[config.mk]
export PLATFORM = sky130hd
export DESIGN_NAME = edge_bit_counter_cfg
export DESIGN_NICKNAME = d
export VERILOG_FILES = /design/src/rtl/edge_bit_counter_cfg.sv
export SDC_FILE = /design/constraint.sdc
export NUM_CORES = 1
export LEC_CHECK = 0
export BUFFER_PORTS_ARGS = -buffer_cell sky130_fd_sc_hd__buf_2
export CAP_MARGIN = 5
export CORE_ASPECT_RATIO = 1.4
export CORE_MARGIN = 2
export CORE_UTILIZATION = 55
export CTS_CLUSTER_SIZE = 14
export DETAILED_ROUTE_END_ITERATION = 12
export PLACE_DENSITY_LB_ADDON = 0.15
export SYNTH_ARGS = -nofsm -noshare
export SYNTH_HDL_FRONTEND = slang
export SYNTH_SLANG_ARGS = --single-unit
[constraint.sdc]
create_clock -name clk -period 6.2 [get_ports clk]
set_input_delay 1.24 -clock clk [delete_from_list [all_inputs] [get_ports clk]]
set_output_delay 1.24 -clock clk [all_outputs]
set_load 0.01 [all_outputs]
[src/rtl/edge_bit_counter_cfg.sv]
// Oversampling edge/bit counter for the UART receiver with run-time prescale and frame length.
// Define EBC_HOLD_ON_DONE_EN to freeze after frame_done until enable drops.
module edge_bit_counter_cfg #(
   parameter int PRESCALE_W = 6,
   parameter int BIT_CNT_W  = 4
) (
   input  logic                  clk,
   input  logic                  rst,
   input  logic                  enable,
   input  logic [PRESCALE_W-1:0] prescale,
   input  logic [BIT_CNT_W-1:0]  frame_len,
   output logic [PRESCALE_W-1:0] edge_cnt,
   output logic [BIT_CNT_W-1:0]  bit_cnt,
   output logic                  bit_done,
   output logic                  frame_done,
   output logic                  sample_en
);

   localparam logic [PRESCALE_W-1:0] PRE_MIN = PRESCALE_W'(4);
   localparam logic [PRESCALE_W-1:0] PRE_RST = PRESCALE_W'(8);
   localparam logic [BIT_CNT_W-1:0]  LEN_MIN = BIT_CNT_W'(1);
   localparam logic [BIT_CNT_W-1:0]  LEN_RST = BIT_CNT_W'(10);

   logic [PRESCALE_W-1:0] pre_l;
   logic [PRESCALE_W-1:0] half;
   logic [BIT_CNT_W-1:0]  frame_len_l;
   logic                  edge_wrap;
   logic                  last_bit;
   logic                  mid_bit;

   assign half      = pre_l >> 1;
   assign edge_wrap = (edge_cnt == pre_l - PRESCALE_W'(1));
   assign last_bit  = (bit_cnt == frame_len_l - BIT_CNT_W'(1));
   assign mid_bit   = (edge_cnt == half - PRESCALE_W'(1)) ||
                      (edge_cnt == half) ||
                      (edge_cnt == half + PRESCALE_W'(1));

   // Config is sampled only while idle, so a frame always runs with one consistent timing.
   always_ff @(posedge clk) begin
      if (!rst) begin
         pre_l       <= PRE_RST;
         frame_len_l <= LEN_RST;
      end else if (!enable) begin
         pre_l       <= (prescale < PRE_MIN) ? PRE_MIN : prescale;
         frame_len_l <= (frame_len == '0) ? LEN_MIN : frame_len;
      end
   end

`ifdef EBC_HOLD_ON_DONE_EN
   logic held;

   always_ff @(posedge clk) begin
      if (!rst || !enable) begin
         edge_cnt   <= '0;
         bit_cnt    <= '0;
         bit_done   <= 1'b0;
         frame_done <= 1'b0;
         held       <= 1'b0;
      end else if (held) begin
         bit_done   <= 1'b0;
         frame_done <= 1'b0;
      end else if (!edge_wrap) begin
         edge_cnt   <= edge_cnt + PRESCALE_W'(1);
         bit_done   <= 1'b0;
         frame_done <= 1'b0;
      end else begin
         edge_cnt <= '0;
         bit_done <= 1'b1;
         if (!last_bit) begin
            bit_cnt    <= bit_cnt + BIT_CNT_W'(1);
            frame_done <= 1'b0;
         end else begin
            // Parking at frame_len_l tells the deserializer the frame is complete.
            bit_cnt    <= frame_len_l;
            frame_done <= 1'b1;
            held       <= 1'b1;
         end
      end
   end

   assign sample_en = enable && !held && mid_bit;
`else
   always_ff @(posedge clk) begin
      if (!rst || !enable) begin
         edge_cnt   <= '0;
         bit_cnt    <= '0;
         bit_done   <= 1'b0;
         frame_done <= 1'b0;
      end else if (!edge_wrap) begin
         edge_cnt   <= edge_cnt + PRESCALE_W'(1);
         bit_done   <= 1'b0;
         frame_done <= 1'b0;
      end else begin
         edge_cnt <= '0;
         bit_done <= 1'b1;
         if (!last_bit) begin
            bit_cnt    <= bit_cnt + BIT_CNT_W'(1);
            frame_done <= 1'b0;
         end else begin
            bit_cnt    <= '0;
            frame_done <= 1'b1;
         end
      end
   end

   assign sample_en = enable && mid_bit;
`endif

endmodule

## After elaboration in Yosys (flattened, before gate mapping)

Cells that the tools add are included.

- Bits in registers: 22
- Input port bits: 13
- Output and inout port bits: 13
- Logic and storage cells: 33

- Add/subtract/negate cells: 6
- Order comparisons: 1
- Equality and inequality tests: 5
- Muxes and demuxes: 5
- Bitwise logic cells: 1
- Reduce and logical (&&, ||, !) cells: 9

Operators with widths:

| operator | count |
|---|---|
| equality test 6 bit | 3 |
| 2-to-1 mux 4 bit | 2 |
| adder 5 x 1 -> 6 bit, second input constant | 1 |
| adder 6 x 1 -> 6 bit, second input constant | 1 |
| equality test 6 x 5 -> 1 bit | 1 |
| < comparator 6 x 3 -> 1 bit, second input constant | 1 |
| 2-to-1 mux 6 bit | 1 |
| subtractor 5 x 1 -> 6 bit, second input constant | 1 |
| subtractor 6 x 1 -> 6 bit, second input constant | 1 |
| adder 4 x 1 -> 4 bit, second input constant | 1 |
| equality test 4 bit | 1 |
| logical NOT 4 bit | 1 |
| OR reduction 2 bit | 2 |
| subtractor 4 x 1 -> 4 bit, second input constant | 1 |
| logical OR 1 bit | 3 |
| logical NOT 1 bit | 2 |
| 2-to-1 mux 1 bit | 2 |
| logical AND 1 bit | 1 |
| inverter 1 bit | 1 |

## Logic depth before layout (Yosys ltp)

- Word-level depth: 5
- Gate-level depth with buffers: 7
- Depth with buffers taken out: 7

## Least setup slack after synthesis

Ideal clock, no wire load.

- Kind: input-to-output
- Start point: input port enable
- End point: output port sample_en
- Arrival time: 1.989 ns
- Data required time: 4.960 ns
- Setup slack: 2.971 ns
- Stages: 3
- Path buffers: 2
- Path through: buf_2 buf_1 o31a_1

- Longest elaborated chain between the ends: 1

RTL lines:

| item | line | text |
|---|---|---|
| from (decl) | 9 | `input logic enable,` |
| logical AND 1 bit | 106 | `assign sample_en = enable && mid_bit;` |
| to (decl) | 16 | `output logic sample_en` |

No other way between the ends.

## Final worst setup path

- Start point: register pre_l[1]
- End point: output port sample_en

- Longest elaborated chain between the ends: 5
- Elaborated cells between the ends (all ways): 8

RTL lines:

| item | line | text |
|---|---|---|
| from (decl) | 24 | `logic [PRESCALE_W-1:0] pre_l;` |
| from (signal assigned) | 44 | `pre_l <= (prescale < PRE_MIN) ? PRE_MIN : prescale;` |
| subtractor 5 x 1 -> 6 bit | 34 | `assign mid_bit = (edge_cnt == half - PRESCALE_W'(1)) \|\|` |
| equality test 6 bit | 34 |  |
| logical OR 1 bit | 34 |  |
| logical OR 1 bit (*) | 35 | `(edge_cnt == half) \|\|` |
| logical AND 1 bit (*) | 106 |  |

Every way passes the cells marked *; elsewhere a longest branch is shown, timed or not.

==> run summary <==
outcome: finished, final reports clean
min Tclk post-route: 3460 ps
vias in the first global route: 1224
FF+latch area: 440 µm²
clk_lat worst skew: 300 ps
RD Place Congestion: 0.739
Synth Register Bits: 22
n_diodes: 0
Hold Buf Count CTS: 0
most common cell in the synthesized netlist: dfxtp_1
period utilisation layout: 0.558
data arrival time of the critical path: 2220 ps
Setup CP Type: reg2out
sequential share of power: 0.558
Inst Count DP: 217
Syn Inst Count: 165
clock tree buffer depth: 2
CTS Buf Count: 3
Max Fclk: 289 MHz
I/O pin count: 26
Clk pwr share: 0.227
DR pass1 iterations: 4
Peak VDD IR: 0.111 mV
row cnt: 22
Post-synth EDFFs: 0
CP Buf/Inv Count: 2
initial core utilization: 0.568
Net Sw Frac: 0.294
leak pwr: 0.649 nW
hpwl dp: 2.37 mm
hold crit path type: reg2reg
DIE HEIGHT: 65.1 µm
internal power: 0.196 mW
Multi-input gate area: 938 µm²
top post-synthesis cells by area: dfxtp_1, xnor2_1, ha_1, xor2_1, mux2i_1
Mapped Area: 1470 µm²
Slew Viols, Final: 0
Vias/cell: 5.59
max cap viols: 0
Iter 0 DRT Violations: 26
Post-synth top flop: dfxtp_1
Post-CTS Setup Bufs: 0
Area Growth Syn to Fin: 8.77%
Overflow after GRT: 0
slowest stage delay, CP: 460 ps
Vias: 1229
core box area: 2590 µm²
Psw: 0.0816 mW
Yosys cell types: 43
final wirelength: 3.14 mm
Commonest cells post-synth: dfxtp_1, xnor2_1, nand2_1
routed len/inst: 14.3 µm
Yosys warning count: 0
leading area contributor after synthesis: dfxtp_1
clk sink count: 22
fin cells: 220
Worst Skew: 5.43 ps
Final TNS setup: 0 ps
PD cells: 174 nW/µm²
gr usage total: 0.228
Setup crit end kind: primary output
fillers: 257
asr flop ratio synth: 0
unrepaired setup endpoints after global routing: false
register area share after synthesis: 0.300
Critical Path Source Type: flop
Top delay family on crit path: simple AND/OR/NAND/NOR gates
Mean Syn Cell Area: 8.90 µm²
buffer type at the clock tree root: clkbuf_4
worst-path maximum fanout: 6
first-pass GRT wire length: 5.21 mm
# setup viols final: 0
crit-path cells: inv_1 > ha_1 > or3_1 > nand3_1 > mux2i_1 > nor4_1 > o31a_1 > buf_2
antenna violations before repair: 0
slew of the pin with the lowest slew margin: 490 ps
input/output buffers: 25
TritonCTS clock tree: yes
Logic pwr share: 0.215
relative slew slack: 0.673
Die W: 47.7 µm
clock slew at reported path FFs: 110 ps
layout cell share with drive strength beyond 1: 0.190
power consumption: 0.277 mW
slowest cell on the critical path: dfxtp_1
fin nets: 206
DRC violations left: 0
area share of the largest cell type after synthesis: 0.300
synthesized net count: 185
worst endpoint required time: 4960 ps
DIE AREA: 3110 µm²
Hold Vio Cnt, Final: 0
post-CTS sizing: 0
pin count of the biggest net entering global routing: 19
antenna-violating nets left: 0
H-tree depth: 1
flip-flops by register name, summed over array words and instances (netlist names):
name	cells
bit_done	1
frame_len_l	4
frame_done	1
bit_cnt	4
pre_l	6
edge_cnt	6
logic make-up after synthesis:
kind of cell    synth area share
compound gates             0.116
xor+xnor                   0.175
fa+ha+maj                 0.0596
buf+inv                   0.0613
flops                      0.300
mux                       0.0477
simple gates               0.241
cells in the final DEF, fill, tap and decap left out, types with 3 or more instances in the layout:
| cell | n |
|---|---|
| inv_1 | 7 |
| mux2i_1 | 7 |
| o21ai_0 | 4 |
| nand2_1 | 12 |
| nor3_1 | 11 |
| clkbuf_4 | 3 |
| ha_1 | 7 |
| nor4_1 | 3 |
| nand3_1 | 9 |
| nor2_1 | 10 |
| nor3_2 | 4 |
| a211oi_1 | 3 |
| xor2_1 | 10 |
| a22oi_1 | 3 |
| xnor2_1 | 14 |
| a21oi_1 | 4 |
| buf_2 | 25 |
| nand4_1 | 3 |
| dfxtp_1 | 22 |
cell type report:
class                           count  share of cell area
Multi-Input combinational cell    127               0.587
Sequential cell                    22               0.276
Timing Repair Buffer               25              0.0783
Tap cell                           36              0.0282
Inverter                            7              0.0164
Clock buffer                        3              0.0141
worst register-to-register path, stage by stage (launching register included):
cell and delay, ps:
dfxtp_1 460, inv_1 130, ha_1 280, a21boi_0 160
xnor2_1 250, nand4_1 340, a211oi_1 320, o22ai_1 90
per-stage QoR:
| step | util | cell area (µm²) | hold slack (ps) | setup slack [ps] |
|---|---|---|---|---|
| detailed placement | 0.609 | 1580 | 496 | 3070 |
| finish | 0.618 | 1600 | 520 | 2740 |
| global placement | 0.609 | 1580 | 493 | 3090 |
| CTS | 0.618 | 1600 | 524 | 2720 |
| global route | 0.618 | 1600 | 559 | 2530 |
| floorplan | - | 1470 | 465 | 2970 |
worst paths after layout:
path             startpoint  slack, ps        endpoint  cells after the start
min reg2reg  frame_len_l[3]        520  frame_len_l[3]                      2
min          frame_len_l[3]        520  frame_len_l[3]                      2
max                pre_l[1]       2740       sample_en                      8
max reg2reg        pre_l[1]       4070      bit_cnt[3]                      7
per-layer routing:
layer | up-vias | track usage | routed length (µm)
met1 | 579 | 0.259 | 1340
met5 | - | 0 | 0
li1 | 627 | - | -
met3 | 4 | 0.0165 | 76
met4 | 0 | 0.0811 | 46
met2 | 19 | 0.419 | 1670
power groups by stage:
stage / registers [mW] / clock network [mW] / logic (mW)
floorplan: 0.154 / 0 / 0.0488
CTS: 0.155 / 0.0642 / 0.0594
global route: 0.156 / 0.0698 / 0.0661
finish: 0.155 / 0.0630 / 0.0595
detailed placement: 0.158 / 0 / 0.0591
global placement: 0.157 / 0 / 0.0567
(Power assumes the default switching activity.)
